### src/rtl/uart_pkg.sv
// Shared encodings and character constants for the UART echo datapath.
package uart_pkg;

  typedef enum logic [1:0] {
    MODE_ECHO  = 2'b00,
    MODE_UPPER = 2'b01,
    MODE_LINE  = 2'b10,
    MODE_MUTE  = 2'b11
  } mode_e;

  localparam logic [7:0] ASCII_CR         = 8'h0D;
  localparam logic [7:0] ASCII_LOWER_A    = 8'h61;
  localparam logic [7:0] ASCII_LOWER_Z    = 8'h7A;
  localparam logic [7:0] ASCII_CASE_DELTA = 8'h20;

endpackage

### src/rtl/uart_echo_engine_fifo.sv
// Single-clock FIFO with extra-bit pointers exposed so the owner can build
// its own release logic on top of the raw storage.
module sync_fifo
  import uart_pkg::*;
#(
  parameter int DEPTH = 16,
  parameter int WIDTH = 8
) (
  input  logic                     clk,
  input  logic                     rst,
  input  logic                     push_in,
  input  logic                     pop_in,
  input  logic [WIDTH-1:0]         wdata_in,
  input  logic [$clog2(DEPTH)-1:0] raddr_in,
  output logic [WIDTH-1:0]         rdata_out,
  output logic [$clog2(DEPTH):0]   wr_ptr_out,
  output logic [$clog2(DEPTH):0]   rd_ptr_out,
  output logic [$clog2(DEPTH):0]   level_out,
  output logic                     full_out
);

  localparam int AW = $clog2(DEPTH);
  localparam logic [AW:0] PTR_ONE = 1;
  localparam logic [AW:0] PTR_DEPTH = DEPTH;

  logic [WIDTH-1:0] mem_q [DEPTH];
  logic [AW:0]      wr_ptr_q, wr_ptr_d;
  logic [AW:0]      rd_ptr_q, rd_ptr_d;

  always_comb begin
    wr_ptr_d = wr_ptr_q;
    rd_ptr_d = rd_ptr_q;
    if (push_in) wr_ptr_d = wr_ptr_q + PTR_ONE;
    if (pop_in)  rd_ptr_d = rd_ptr_q + PTR_ONE;
  end

  always_ff @(posedge clk) begin
    if (rst) begin
      wr_ptr_q <= '0;
      rd_ptr_q <= '0;
    end else begin
      wr_ptr_q <= wr_ptr_d;
      rd_ptr_q <= rd_ptr_d;
    end
  end

  // Storage carries no reset; only pointers define what is valid.
  always_ff @(posedge clk) begin
    if (push_in) mem_q[wr_ptr_q[AW-1:0]] <= wdata_in;
  end

  always_comb begin
    rdata_out  = mem_q[raddr_in];
    wr_ptr_out = wr_ptr_q;
    rd_ptr_out = rd_ptr_q;
    level_out  = wr_ptr_q - rd_ptr_q;
    full_out   = (level_out == PTR_DEPTH);
  end

endmodule

### src/rtl/uart_echo_engine.sv
// Echo datapath from a UART receiver to a transmitter: buffered, optionally
// upper-cased, optionally line-gated, with saturating overflow accounting.
module uart_echo_engine
  import uart_pkg::*;
#(
  parameter int DATA_BITS = 8,
  parameter int DEPTH     = 16,
  parameter int CNT_BITS  = 16
) (
  input  logic                   sysclk,
  input  logic                   rst_in,
  input  logic [1:0]             mode_in,
  input  logic [DATA_BITS-1:0]   rx_data_in,
  input  logic                   rx_valid_in,
  output logic [DATA_BITS-1:0]   tx_data_out,
  output logic                   tx_valid_out,
  input  logic                   tx_ready_in,
  output logic [$clog2(DEPTH):0] fifo_level_out,
  output logic [CNT_BITS-1:0]    overflow_cnt_out,
  output logic                   drop_out
);

  localparam int AW = $clog2(DEPTH);
  localparam logic [AW:0] PTR_ONE = 1;
  localparam logic [AW:0] PTR_DEPTH = DEPTH;

  function automatic logic [DATA_BITS-1:0] upcase(input logic [DATA_BITS-1:0] c);
    logic [DATA_BITS-1:0] r;
    r = c;
    if (DATA_BITS == 8 &&
        c >= DATA_BITS'(ASCII_LOWER_A) && c <= DATA_BITS'(ASCII_LOWER_Z))
      r = c - DATA_BITS'(ASCII_CASE_DELTA);
    return r;
  endfunction

  function automatic logic [CNT_BITS-1:0] sat_inc(input logic [CNT_BITS-1:0] v);
    return (&v) ? v : v + CNT_BITS'(1);
  endfunction

  mode_e mode;

  logic                 push, pop, write_req, fifo_full;
  logic [DATA_BITS-1:0] wdata, rdata;
  logic [AW:0]          wr_ptr, rd_ptr, level;
  logic [AW:0]          wr_ptr_nxt, rd_ptr_nxt;

  logic [AW:0]          commit_q, commit_d;
  logic                 tx_valid_q, tx_valid_d;
  logic [DATA_BITS-1:0] tx_data_q, tx_data_d;
  logic                 drop_q, drop_d;
  logic [CNT_BITS-1:0]  cnt_q, cnt_d;

  always_comb begin
    mode       = mode_e'(mode_in);
    pop        = tx_valid_q & tx_ready_in;
    write_req  = rx_valid_in & (mode != MODE_MUTE);
    // A pop in the same cycle frees the slot, so a full FIFO still accepts.
    push       = write_req & (~fifo_full | pop);
    drop_d     = write_req & fifo_full & ~pop;
    wdata      = (mode == MODE_UPPER) ? upcase(rx_data_in) : rx_data_in;
    wr_ptr_nxt = push ? wr_ptr + PTR_ONE : wr_ptr;
    rd_ptr_nxt = pop  ? rd_ptr + PTR_ONE : rd_ptr;
  end

  sync_fifo #(
    .DEPTH (DEPTH),
    .WIDTH (DATA_BITS)
  ) u_fifo (
    .clk        (sysclk),
    .rst        (rst_in),
    .push_in    (push),
    .pop_in     (pop),
    .wdata_in   (wdata),
    .raddr_in   (rd_ptr_nxt[AW-1:0]),
    .rdata_out  (rdata),
    .wr_ptr_out (wr_ptr),
    .rd_ptr_out (rd_ptr),
    .level_out  (level),
    .full_out   (fifo_full)
  );

  // Commit pointer: the release limit; only LINE mode lets it lag the writer.
  always_comb begin
    commit_d = commit_q;
    if (mode != MODE_LINE)
      commit_d = wr_ptr_nxt;
    else if (push && wdata == DATA_BITS'(ASCII_CR))
      commit_d = wr_ptr_nxt;
    else if ((wr_ptr_nxt - rd_ptr_nxt) == PTR_DEPTH)
      commit_d = wr_ptr_nxt;
  end

  // Output stage: registered view of the head entry. It compares against the
  // previous commit, so a fresh write reaches the output one edge later.
  always_comb begin
    tx_valid_d = (rd_ptr_nxt != commit_q);
    tx_data_d  = tx_valid_d ? rdata : tx_data_q;
    cnt_d      = drop_d ? sat_inc(cnt_q) : cnt_q;
  end

  always_ff @(posedge sysclk) begin
    if (rst_in) begin
      commit_q   <= '0;
      tx_valid_q <= 1'b0;
      tx_data_q  <= '0;
      drop_q     <= 1'b0;
      cnt_q      <= '0;
    end else begin
      commit_q   <= commit_d;
      tx_valid_q <= tx_valid_d;
      tx_data_q  <= tx_data_d;
      drop_q     <= drop_d;
      cnt_q      <= cnt_d;
    end
  end

  always_comb begin
    tx_data_out      = tx_data_q;
    tx_valid_out     = tx_valid_q;
    fifo_level_out   = level;
    overflow_cnt_out = cnt_q;
    drop_out         = drop_q;
  end

endmodule

### config.mk
export PLATFORM = sky130hd
export DESIGN_NAME = uart_echo_engine
export DESIGN_NICKNAME = d
export VERILOG_FILES = /design/src/rtl/uart_pkg.sv /design/src/rtl/uart_echo_engine_fifo.sv /design/src/rtl/uart_echo_engine.sv
export SDC_FILE = /design/constraint.sdc
export NUM_CORES = 1
export LEC_CHECK = 0
export BUFFER_PORTS_ARGS = -buffer_cell sky130_fd_sc_hd__buf_4
export CORE_MARGIN = 2
export CORE_UTILIZATION = 63
export CTS_BUF_LIST = sky130_fd_sc_hd__clkbuf_8
export DETAILED_ROUTE_END_ITERATION = 6
export PLACE_DENSITY = 0.93
export SLEW_MARGIN = 20
export SYNTH_ARGS = -nofsm -noshare
export SYNTH_HDL_FRONTEND = slang
export SYNTH_HIERARCHICAL = 1
export SYNTH_SLANG_ARGS = --single-unit
### constraint.sdc
create_clock -name sysclk -period 4.65 [get_ports sysclk]
set_input_delay 0.2325 -clock sysclk [delete_from_list [all_inputs] [get_ports sysclk]]
set_output_delay 0.2325 -clock sysclk [all_outputs]
set_load 0.02 [all_outputs]
==> flow_summary_export.csv <==
group,metric,value,unit
status,status,"completed",
sta,fin_setup_tns,0,ns
placed_design,dp_hpwl,10500,um
worst_setup_path,critical_path_endpoint_category,"flop",
cts,cts.reportedPaths.clkPinSlew,0.09,ns
layout,final_net_count,601,
synth,ys_seq_area_share,61.3,%
worst_setup_path,worstSetupStartpoint,"u_fifo/wr_ptr_out[0]$_SDFFE_PP0P_",
worst_setup_path,setup.worst_path.class,"reg -> reg",
worst_setup_path,critical_path.slowest_cell,"sky130_fd_sc_hd__dfxtp_1",
synth,synth-edff-count,128,
pwr,power_density,377,mW/mm^2
route,wl_met3,1070,um
die,boundaryPins,45,
sta,postLayoutSetupSlackWorst,0.202,ns
worst_setup_path,crit_fanout,10,
placed_design,globalplace.congestion,0.900,
synth,synth_ff_type,"sky130_fd_sc_hd__edfxtp_1",
worst_setup_path,worst-endpoint-arrival,4.81,ns
synth,synth-compound-area-share,6.07,%
pwr,power.ir.vdd_worst,0.276,mV
layout,antenna_diodes,0,
hold_path,hold_path.class,"in -> reg",
hold_path,hold-path-cell-count,1,
die,die-width,114,um
synth,share_of_synthesized_registers_carrying_an_async_set_or_reset,0,%
worst_setup_path,reg2reg_to,"commit_q[0]$_SDFFE_PP0P_",
worst_setup_path,cpPeakStageDelay,0.41,ns
synth,mapped_nets,550,
route,first_pass_iters,5,
synth,synth.lib_cells_used.distinct,60,
pwr,power.share.combinational,16.4,%
global_routing,vias_in_the_first_global_route,4567,
cts,cts_root_buf,"sky130_fd_sc_hd__clkbuf_8",
synth,synth.cell_area,0.00761,sq mm
cts,tritoncts,"built",
layout,synthToLayoutAreaGrowth,11.3,%
synth,synthAdderAreaFrac,3.06,%
route,routed-via-count,4653,
route,vias_per_cell,6.38,
placed_design,input_output_buffers,44,
sta,final.setup_skew,0.0106,ns
run,timing.max_cap.violations,0,
pwr,swShare,25.8,%
route,drt-initial-drc-count,507,
die,core-area,0.0119,sq mm
route,detailed_route_wl,15600,um
die,initial_utilization,63.9,%
pwr,total_leakage_power,2.99,nW
sta,rsz0062_at_grt,"false",
sta,timing_max_transition_violations_final,0,
global_routing,grt_start_max_net_pins,41,
die,row_count,40,
worst_setup_path,rr_worst_depth,18,
worst_setup_path,reg2reg_slack,0.20,ns
route,remaining_drc_errors,0,
cts,cts-htree-levels,4,
sta,finalHoldViolations,0,
worst_setup_path,critical_path.cell_chain,"inv_1, ha_1, inv_1, fa_1, a21o_1, a21oi_1, xnor2_1, o211a_1, a21oi_2, buf_4, nand4_1, xnor2_2, ha_1, nor4_2, nand2_1, o41a_1, and4_1, mux2_4",
die,die_y,114,um
sta,finalSetupViolCount,0,
pwr,total_power,0.00319,W
placed_design,pre_cts_ws,0.0919,ns
sta,finalWorstPathRequiredPeriod,4.45,ns
synth,synth.area.mux_share,12.4,%
synth,synth_cells,518,
die,die_area,0.0130,sq mm
route,detailroute.wirelength.met2,7760,um
synth,mean_syn_cell_area,14.7,sq um
pwr,power.internal,0.00237,W
global_routing,global_route.overflow_total,0,
route,postRouteAntennaNets,0,
global_routing,grt_usage,25.4,%
sta,finalCritPeriodShare,95.7,%
route,highest-signal-layer,"met4",
worst_setup_path,r2r-start,"u_fifo/wr_ptr_out[0]$_SDFFE_PP0P_",
route,routedWlPerCell,21.5,um
synth,synth_area_in_xor_xnor,4.52,%
cts,clkSinkCount,169,
sta,max-slew-margin-rel,48.2,%
hold_path,holdCritStartpoint,"rx_data_in[2]",
cts,cts_max_path_buffers,2,
pwr,share_clk_of_total_power,30.8,%
cts,cts.hold.buffers_added,0,
sta,timing.fmax,225,MHz
sta,max_slew.worst_pin.slew,0.774,ns
pwr,sequentialPowerShare,52.8,%
global_routing,initial_antenna_violation_count,0,
cts,clock_buffer_count_from_cts,17,
route,routedLengthMet1,6360,um
layout,drive_gt1_share,19.6,%
global_routing,wire_length_of_the_first_global_routing_pass,24000,um
worst_setup_path,crit_required,5.01,ns
synth,yosys.area_share.simple,9.70,%
worst_setup_path,setup.worst_path.start_class,"flop",
synth,yosys_register_bits,169,
hold_path,worst_hold_path.endpoint,"u_fifo/mem_q[8][2]$_DFFE_PP_",
pwr,power.net_switching,0.000824,W
cts,clock_insertion_delay_worst_skew,0.46,ns
synth,yosys_warnings,6,
synth,dominant_combinational_cell_family_by_area_after_synthesis,"multiplexers",
==> worst max-delay path by stage <==
stage | cells past startpoint | slack (ns) | endpoint
final | 18 | 0.20 | commit_q[0]$_SDFFE_PP0P_
after global routing | 18 | 0.01 | commit_q[0]$_SDFFE_PP0P_
after CTS | 18 | 0.05 | commit_q[0]$_SDFFE_PP0P_
after detailed placement | 18 | 0.09 | commit_q[0]$_SDFFE_PP0P_
after global placement | 18 | 0.33 | commit_q[0]$_SDFFE_PP0P_
after floorplan | 18 | 0.38 | commit_q[0]$_SDFFE_PP0P_
==> per-layer routing <==
metal  vias up  global-route usage (%)
li1       2089                       -
met1      2328                    33.5
met2       193                    41.3
met3        43                    5.63
met4         0                    11.0
met5         -                       0
==> through the flow <==
stage,utilization (%),std cells,area (sq um),hold slack (ns)
after global placement,67.5,696,8040,0.472
after CTS,70.6,728,8410,0.0696
after global routing,71.1,729,8470,0.0878
final,71.1,729,8470,0.106
after floorplan,-,518,7610,0.331
after detailed placement,67.5,696,8040,0.468
==> state kept, by name (all words and copies together) (netlist names) <==
name	flops
tx_data_out	8
tx_valid_out	1
u_fifo/mem_q	128
overflow_cnt_out	16
u_fifo/rd_ptr_out	5
drop_out	1
commit_q	5
u_fifo/wr_ptr_out	5
==> critical path: cells and delay by family (launching register included) <==
family / cells / cell delay (ns)
xor+xnor: 2 / 0.33
buf+inv: 3 / 0.43
simple gates: 4 / 0.81
flops: 1 / 0.41
fa+ha+maj: 3 / 0.94
mux: 1 / 0.32
compound gates: 5 / 1.10
==> cell usage after synthesis (4+ instances only) <==
library cell | count | area [sq um]
sky130_fd_sc_hd__mux4_2 | 18 | 405
sky130_fd_sc_hd__o21ai_0 | 8 | 40.0
sky130_fd_sc_hd__clkbuf_1 | 5 | 18.8
sky130_fd_sc_hd__xnor2_1 | 24 | 210
sky130_fd_sc_hd__nor2b_1 | 4 | 25.0
sky130_fd_sc_hd__dfxtp_1 | 41 | 821
sky130_fd_sc_hd__and3_1 | 5 | 31.3
sky130_fd_sc_hd__edfxtp_1 | 128 | 3840
sky130_fd_sc_hd__a21oi_1 | 9 | 45.0
sky130_fd_sc_hd__inv_1 | 26 | 97.6
sky130_fd_sc_hd__a22oi_1 | 16 | 120
sky130_fd_sc_hd__buf_6 | 4 | 45.0
sky130_fd_sc_hd__buf_2 | 4 | 20.0
sky130_fd_sc_hd__nand4_1 | 10 | 62.6
sky130_fd_sc_hd__nand2_1 | 24 | 90.1
sky130_fd_sc_hd__a211oi_1 | 5 | 37.5
sky130_fd_sc_hd__nand3_1 | 10 | 50.1
sky130_fd_sc_hd__nor3_1 | 7 | 35.0
sky130_fd_sc_hd__and2_1 | 20 | 125
sky130_fd_sc_hd__or3_1 | 6 | 37.5
sky130_fd_sc_hd__xor2_1 | 7 | 61.3
sky130_fd_sc_hd__mux4_1 | 14 | 368
sky130_fd_sc_hd__nor2_1 | 40 | 150
sky130_fd_sc_hd__ha_1 | 17 | 213
sky130_fd_sc_hd__mux2i_1 | 13 | 130
==> repair_timing <==
| action | 4_1_cts | 5_1_grt |
|---|---|---|
| endpoints found under the hold margin | 0 | 0 |
| endpoints found under the setup margin | 0 | 5 |
| buffers inserted | 0 | 1 |
| gates resized for setup | 0 | 6 |
==> area by class of cell <==
type | count | area [sq um]
Clock buffer | 17 | 234
Clock inverter | 15 | 139
Fill cell | 760 | 3440
Inverter | 26 | 97.6
Multi-Input combinational cell | 305 | 2780
Sequential cell | 169 | 4660
Tap cell | 147 | 184
Timing Repair Buffer | 50 | 375
==> cell usage in the layout, fill, tap and decap left out, types with 3 or more instances in the layout <==
cell type                  count
sky130_fd_sc_hd__clkinv_2      3
sky130_fd_sc_hd__mux2i_1      13
sky130_fd_sc_hd__nor2b_1       4
sky130_fd_sc_hd__and2_1       20
sky130_fd_sc_hd__a21o_1        3
sky130_fd_sc_hd__nand2_1      24
sky130_fd_sc_hd__nand3_1       9
sky130_fd_sc_hd__inv_1        31
sky130_fd_sc_hd__dfxtp_1      41
sky130_fd_sc_hd__a21oi_1       8
sky130_fd_sc_hd__xnor2_1      22
sky130_fd_sc_hd__and3_1        5
sky130_fd_sc_hd__clkbuf_8     17
sky130_fd_sc_hd__or3_1         6
sky130_fd_sc_hd__nor2_1       40
sky130_fd_sc_hd__mux4_1       14
sky130_fd_sc_hd__a22oi_1      16
sky130_fd_sc_hd__buf_4        50
sky130_fd_sc_hd__mux4_2       18
sky130_fd_sc_hd__nand4_1      10
sky130_fd_sc_hd__a211oi_1      5
sky130_fd_sc_hd__edfxtp_1    128
sky130_fd_sc_hd__ha_1         17
sky130_fd_sc_hd__o21ai_0       8
sky130_fd_sc_hd__nor3_1        7
sky130_fd_sc_hd__and4_1        3
sky130_fd_sc_hd__xor2_1        7
==> power by group through the flow <==
stage	logic, W	registers, W	clock network [W]
floorplan	0.000342	0.00174	0
global placement	0.000489	0.00172	0
detailed placement	0.000509	0.00172	0
CTS	0.000510	0.00169	0.00100
global route	0.000562	0.00169	0.00106
finish	0.000524	0.00169	0.000984
==> cell families (layout without fill, tap and decap cells) <==
group,Yosys count,in the layout
compound gates,63,63
xor+xnor,34,34
fa+ha+maj,18,18
buf+inv,44,108
flops,169,169
mux,48,48
simple gates,142,142
(Power assumes the default switching activity.)
